===== src/rtl/sd_sector_streamer.sv =====
// ---------------------------------------------------------------------------
// sd_sector_streamer
//
// Sequences multi-sector reads on the SPI sd_controller and converts its
// byte_available strobes into a buffered valid/ready byte stream for the
// image loader. Runs entirely in the sd_controller clock domain.
//
// Ports:
//   clk               controller clock, all logic on the rising edge
//   reset             synchronous, active-low (0 = reset)
//   start             one-cycle pulse, accepted only in IDLE or DONE
//   start_addr        byte address of the first sector (latched on start)
//   num_sectors       number of sectors to read (latched on start)
//   sd_ready          sd_controller ready
//   sd_byte_available sd_controller byte strobe (may stay high several cycles)
//   sd_dout           sd_controller data byte
//   sd_rd             read request to sd_controller (only high in ISSUE)
//   sd_addr           sector byte address to sd_controller
//   out_data          registered FIFO head byte
//   out_valid         FIFO not empty
//   out_ready         consumer accepts head when out_valid & out_ready
//   busy              transfer in progress
//   done              level, transfer finished and stream drained
//   overflow          sticky, a byte arrived while the FIFO was full
//   byte_count        bytes captured in this transfer (saturating)
// ---------------------------------------------------------------------------
module sd_sector_streamer #(
    parameter int SECTOR_BYTES = 512,
    parameter int ADDR_STEP    = 512,
    parameter int FIFO_DEPTH   = 16
) (
    input  logic        clk,
    input  logic        reset,
    input  logic        start,
    input  logic [31:0] start_addr,
    input  logic [15:0] num_sectors,
    input  logic        sd_ready,
    input  logic        sd_byte_available,
    input  logic [7:0]  sd_dout,
    output logic        sd_rd,
    output logic [31:0] sd_addr,
    output logic [7:0]  out_data,
    output logic        out_valid,
    input  logic        out_ready,
    output logic        busy,
    output logic        done,
    output logic        overflow,
    output logic [23:0] byte_count
);

    localparam int PTR_W = $clog2(FIFO_DEPTH);
    localparam int SEC_W = $clog2(SECTOR_BYTES);

    localparam logic [PTR_W:0]   FIFO_FULL = (PTR_W + 1)'(FIFO_DEPTH);
    localparam logic [SEC_W-1:0] LAST_BYTE = SEC_W'(SECTOR_BYTES - 1);

    typedef enum logic [2:0] {
        IDLE,
        WAIT_READY,
        ISSUE,
        STREAM,
        DRAIN,
        DONE
    } state_t;

    state_t state;

    logic [7:0]       mem [FIFO_DEPTH];
    logic [PTR_W-1:0] rd_ptr;
    logic [PTR_W-1:0] wr_ptr;
    logic [PTR_W:0]   count;
    logic             avail_prev;

    logic [SEC_W-1:0] sector_bytes;
    logic [15:0]      sector_idx;
    logic [15:0]      sector_total;
    logic [31:0]      sector_addr;

    logic             capture;
    logic             full;
    logic             rd_en;
    logic             wr_en;
    logic             drop;
    logic [PTR_W:0]   count_next;
    logic [PTR_W:0]   remaining;
    logic [PTR_W-1:0] rd_ptr_next;
    logic [7:0]       head_next;

    // Edge-detect the byte strobe so a long-held strobe yields one capture.
    // Captures outside STREAM are ignored so stray strobes cannot pollute
    // the stream or the counters.
    assign capture = sd_byte_available & ~avail_prev & (state == STREAM);

    assign full        = (count == FIFO_FULL);
    assign rd_en       = out_valid & out_ready;
    // A read in the same cycle frees a slot, so a write into a full FIFO
    // still succeeds when the consumer pops.
    assign wr_en       = capture & (~full | rd_en);
    assign drop        = capture & full & ~rd_en;
    assign count_next  = count + (PTR_W + 1)'(wr_en) - (PTR_W + 1)'(rd_en);
    assign remaining   = count - (PTR_W + 1)'(rd_en);
    assign rd_ptr_next = rd_ptr + PTR_W'(rd_en);

    // Next head byte: when nothing else is queued the incoming byte becomes
    // the head directly (bypassing the array), otherwise the array entry at
    // the advanced read pointer. That entry cannot be the one being written
    // this cycle unless the FIFO is otherwise empty, which the bypass covers.
    always_comb begin
        head_next = out_data;
        if (remaining == '0) begin
            if (wr_en) begin
                head_next = sd_dout;
            end
        end else begin
            head_next = mem[rd_ptr_next];
        end
    end

    // Storage array; contents need no reset since validity is tracked by count.
    always_ff @(posedge clk) begin
        if (wr_en) begin
            mem[wr_ptr] <= sd_dout;
        end
    end

    // FIFO pointers, occupancy and the registered head.
    always_ff @(posedge clk) begin
        if (!reset) begin
            rd_ptr     <= '0;
            wr_ptr     <= '0;
            count      <= '0;
            out_valid  <= 1'b0;
            out_data   <= 8'h00;
            avail_prev <= 1'b0;
        end else begin
            avail_prev <= sd_byte_available;
            if (wr_en) begin
                wr_ptr <= wr_ptr + 1'b1;
            end
            rd_ptr    <= rd_ptr_next;
            count     <= count_next;
            out_valid <= (count_next != '0);
            out_data  <= head_next;
        end
    end

    // Transfer sequencer. sd_addr is loaded only when entering ISSUE so it
    // holds steady for the controller; sector_addr tracks the next sector.
    always_ff @(posedge clk) begin
        if (!reset) begin
            state        <= IDLE;
            sd_rd        <= 1'b0;
            sd_addr      <= 32'h0;
            busy         <= 1'b0;
            done         <= 1'b0;
            overflow     <= 1'b0;
            byte_count   <= 24'h0;
            sector_bytes <= '0;
            sector_idx   <= 16'h0;
            sector_total <= 16'h0;
            sector_addr  <= 32'h0;
        end else begin
            if (capture && byte_count != 24'hFFFFFF) begin
                byte_count <= byte_count + 24'h1;
            end
            if (drop) begin
                overflow <= 1'b1;
            end

            case (state)
                IDLE, DONE: begin
                    if (start) begin
                        sector_addr  <= start_addr;
                        sector_total <= num_sectors;
                        sector_idx   <= 16'h0;
                        sector_bytes <= '0;
                        byte_count   <= 24'h0;
                        overflow     <= 1'b0;
                        done         <= 1'b0;
                        busy         <= 1'b1;
                        // An empty request still passes through DRAIN so
                        // done rises through the normal completion path.
                        state        <= (num_sectors == 16'h0) ? DRAIN : WAIT_READY;
                    end
                end

                WAIT_READY: begin
                    if (sd_ready) begin
                        sd_rd   <= 1'b1;
                        sd_addr <= sector_addr;
                        state   <= ISSUE;
                    end
                end

                ISSUE: begin
                    // The controller drops ready once it has taken the request.
                    if (!sd_ready) begin
                        sd_rd <= 1'b0;
                        state <= STREAM;
                    end
                end

                STREAM: begin
                    if (capture) begin
                        if (sector_bytes == LAST_BYTE) begin
                            sector_bytes <= '0;
                            sector_idx   <= sector_idx + 16'h1;
                            if (sector_idx + 16'h1 == sector_total) begin
                                state <= DRAIN;
                            end else begin
                                sector_addr <= sector_addr + 32'(ADDR_STEP);
                                state       <= WAIT_READY;
                            end
                        end else begin
                            sector_bytes <= sector_bytes + 1'b1;
                        end
                    end
                end

                DRAIN: begin
                    if (count == '0) begin
                        done  <= 1'b1;
                        busy  <= 1'b0;
                        state <= DONE;
                    end
                end

                default: begin
                    state <= IDLE;
                end
            endcase
        end
    end

endmodule


===== config.mk =====
export PLATFORM = sky130hd
export DESIGN_NAME = sd_sector_streamer
export DESIGN_NICKNAME = d
export VERILOG_FILES = /design/src/rtl/sd_sector_streamer.sv
export SDC_FILE = /design/constraint.sdc
export NUM_CORES = 1
export LEC_CHECK = 0
export CAP_MARGIN = 0
export CORE_MARGIN = 2
export CORE_UTILIZATION = 35
export CTS_CLUSTER_SIZE = 28
export DETAILED_ROUTE_END_ITERATION = 16
export PLACE_DENSITY = 0.57
export SLEW_MARGIN = 20
export SYNTH_ARGS = -nofsm -noshare
export SYNTH_HDL_FRONTEND = slang
export SYNTH_SLANG_ARGS = --single-unit

===== constraint.sdc =====
create_clock -name clk -period 3.7 [get_ports clk]
set_input_delay 1.11 -clock clk [delete_from_list [all_inputs] [get_ports clk]]
set_output_delay 1.11 -clock clk [all_outputs]
set_load 0.02 [all_outputs]

==> metrics.md <==
| Metric | Value |
|---|---|
| Max Slew Vio Count | 0 |
| Synthesized area | 12,900 um2 |
| Worst path max stage delay | 0.54 ns |
| IO buf count | 130 |
| CTS buffer count | 34 |
| Sequential share of power | around two fifths |
| Total track usage | 17.3% |
| Power Internal | 6.75 mW |
| Core area | 36,500 um2 |
| Status | completed |
| Hold path endpoint | sd_addr[7]$_SDFFE_PN0P_ |
| Layout Nets | 1,439 |
| Simple-Gate Fraction of Synth Area | 16.5% |
| Async S/R FF share, synth | 0% |
| Synth warn | 0 |
| GPL Wtd Cong | 0.802 |
| Startpoint Class | input port |
| Most common cell after layout, fill and taps aside | nand2_1 |
| Final core occ | 44.6% |
| Final setup violation count | 0 |
| Compound-gate portion of the synthesized area | 11.8% |
| Critical Path Fanout Max | 2 |
| PostCTS Resize Cnt | 0 |
| Sw frac | approximately 29% |
| Worst hold path depth | 2 |
| Cells after Synth | 1,194 |
| Top cell by count, worst path | inv_1 |
| Starting density of the core | a little over a third |
| Max-Cap Viols | 0 |
| Post-Synth XOR/XNOR Area | 4.19% |
| Distinct cell type count after synthesis | between 70 and 80 |
| Global route overflow | 0 |
| ANT nets after route | 0 |
| Vias/cell | 5.20 |
| Register area share after synthesis | 54.3% |
| Ports | roughly 130 |
| Adder-cell share of the synthesized area | 2.09% |
| Avg Cell Area, Syn | 10.8 um2 |
| Worst slew pin tran | ~0.78 ns |
| Die Wd | between 150 and 200 um |
| Main synth FF type | dfxtp_1 |
| Site row count | 70 |
| Largest family of logic cells by synthesized area | simple AND/OR/NAND/NOR gates |
| Cts hold-fix bufs | 0 |
| Skew final | 0.0334 ns |
| Switching pwr | roughly 2.7 mW |
| Total Power | between 9 and 10 mW |
| Comb power frac | about a quarter |
| Vias in the first global route | 9,488 |
| HP Start | sector_addr[7]$_SDFFE_PN0P_ |
| Clock network power share | 36.9% |
| DR pass1 iterations | 4 |
| Wire per inst | 18.0 um |
| Most frequent cells in the layout | 187 x nand2_1, 159 x dfxtp_1, 130 x clkdlybuf4s50_1 |
| CTS tree | yes |
| CTS Buffer Depth | 3 |
| Dpl ws | -0.196 ns |
| WP data required | 4.08 ns |
| Reg2Reg Setup Slack | 0.73 ns |
| Area Overhead vs Synth | 25.9% |
| Worst setup EP type | flop |
| Worst Hold Class | reg2reg |
| Height of the chip | 196 um |
| H-tree depth | 2 |
| Worst ir drop on vdd | 0.315 mV |
| Synthesized Nets | 1,277 |
| WP data arrival | roughly 3.8 ns |
| Detailed placement HPWL | 22,600 um |
| Cells along the critical path | clkdlybuf4s50_1, nand2b_1, or2_2, a31oi_4, inv_1, ha_1, inv_1, ha_1, inv_1, fa_1, buf_4, xor2_1, nor3b_1, a21oi_1 |
| Final Non-Filler Cells | 1,848 |
| Crit Reg-Reg Endpoint | sector_addr[9]$_SDFFE_PN0P_ |
| Max Freq | around 300 MHz |
| Clock-pin slew on the worst setup and hold paths | 0.06 ns |
| Initial antenna violation count | 0 |
| Final Cycle Share | between 90% and 100% |
| Initial DRC count | 669 |
| Clk_lat worst skew | ~0.52 ns |
| #FFs+latches synth | 287 |
| Endpoints failing hold | 0 |
| Multiplexer share of the synthesized area | 7.90% |
| Vias | between 9,000 and 10,000 |
| Postcts setup bufs | 0 |
| Placed cell count | 1,788 |
| Critical path start-end classification | in2reg |
| Die Area | approximately 39,000 um2 |
| Reg2Reg Launch Point | sector_idx[0]$_SDFFE_PN0P_ |
| # clock sinks | 287 |
| # DRC | 0 |
| Post-synth EDFFs | 128 |
| First-pass GRT wire length | 52,700 um |
| DRT Wirelength | 33,300 um |
| Pwr dens | between 500 and 600 nW/um2 |
| FF-to-FF path depth | 9 |
| Final min period | 3.40 ns |
| Final WS setup | 0.296 ns |
| Leakage | 5.55 nW |
| Slew headroom | 47.8% |
| Diodes inserted | 0 |
| Layout cells sized above 1 | approximately 15% |
| RSZ-0062 raised after global routing | false |
| CP max stage cell | clkdlybuf4s50_1 |
| Root Buffer Master | clkbuf_16 |
| Largest net degree at the start of global routing | 64 |
==> registers in the layout, indices dropped and copies added, names as in the netlist, 5 cells and up <==
name,cells
sector_total,16
byte_count,24
sector_addr,32
sector_idx,16
count,5
sector_bytes,9
out_data,8
mem,128
sd_addr,32
==> cells by family after synthesis <==
group           count (synthesis)
simple gates                  450
flops                         287
compound gates                226
buf+inv                        96
xor+xnor                       62
mux                            52
fa+ha+maj                      21
==> synthesized netlist by cell type, types with 3 or more instances <==
master | number | share of area (%)
nor2b_1 | 3 | 0.14
nor4_2 | 3 | 0.29
and3_1 | 13 | 0.63
nor3_1 | 21 | 0.81
clkbuf_1 | 48 | 1.4
a21oi_1 | 82 | 3.2
nor2_1 | 101 | 2.9
and2_1 | 11 | 0.53
dfxtp_1 | 159 | 25
o31ai_1 | 15 | 0.87
a31oi_1 | 10 | 0.48
buf_2 | 14 | 0.54
inv_1 | 20 | 0.58
o21ai_2 | 11 | 0.74
a22o_1 | 5 | 0.34
a21oi_2 | 11 | 0.74
xnor2_1 | 33 | 2.2
o221a_1 | 4 | 0.35
and4_1 | 13 | 0.88
xor2_1 | 29 | 2.0
buf_1 | 7 | 0.20
nand3_1 | 37 | 1.4
nand2b_1 | 11 | 0.53
o41ai_1 | 5 | 0.34
mux2i_1 | 11 | 0.85
ha_1 | 20 | 1.9
edfxtp_1 | 128 | 30
nand2_1 | 187 | 5.4
o311ai_1 | 4 | 0.27
o21ai_0 | 37 | 1.4
nor4_1 | 10 | 0.48
a211oi_1 | 11 | 0.64
or3_1 | 9 | 0.43
nand4_1 | 18 | 0.87
mux4_2 | 40 | 7.0
or2_2 | 4 | 0.19
==> per-layer routing <==
layer	up-vias	share of wire, %	wire length, um	track usage (%)
met2	190	49	16300	29.2
met4	0	1.7	566	3.98
li1	4664	-	-	-
met5	-	0	0	0
met3	37	4.7	1560	2.89
met1	4727	45	14900	23.2
==> layout make-up <==
type,count,area [um2]
fillers,3378,20200
flip-flops and latches,287,7030
multi-input cells,811,5510
repair buffers,201,1920
clock buffers,47,961
well taps,468,586
clock inverters,13,213
inverters,21,80.1
==> stage by stage <==
| step | instance area [um2] | setup TNS [ns] | hold WS [ns] |
|---|---|---|---|
| 2_1_floorplan | 12900 | 0 | 0.432 |
| 3_3_place_gp | 15100 | -0.569 | 0.444 |
| 3_5_place_dp | 15100 | -0.666 | 0.449 |
| 4_1_cts | 16300 | 0 | 0.456 |
| 5_1_grt | 16300 | 0 | 0.479 |
| 6_report | 16300 | 0 | 0.454 |
==> power groups by stage <==
stage	clock, mW	sequential, mW	combinational, mW
after global placement	0	3.84	2.19
after CTS	3.60	3.78	2.24
after global routing	3.74	3.82	2.45
after floorplan	0	3.84	1.42
final	3.50	3.78	2.21
after detailed placement	0	3.84	2.23
==> how the worst max path moves through the flow <==
| stage | start | endpoint | depth (start not counted) |
|---|---|---|---|
| after floorplan | sd_byte_available | out_valid$_SDFF_PN0_ | 18 |
| after global placement | sd_byte_available | out_valid$_SDFF_PN0_ | 17 |
| after detailed placement | sd_byte_available | out_valid$_SDFF_PN0_ | 14 |
| after CTS | sd_byte_available | out_valid$_SDFF_PN0_ | 14 |
| after global routing | sd_byte_available | out_valid$_SDFF_PN0_ | 17 |
| final | sd_byte_available | out_valid$_SDFF_PN0_ | 14 |
==> worst max-delay path: cells and delay by family <==
kind	cells	cell delay (ns)
xor gates and xnor gates	1	0.14
and+or+nand+nor	3	0.62
AOI/OAI and AO/OA	2	0.25
adders and majority gates	3	0.81
buffers and inverters	5	0.87
Power figures use the tool's default switching activity.
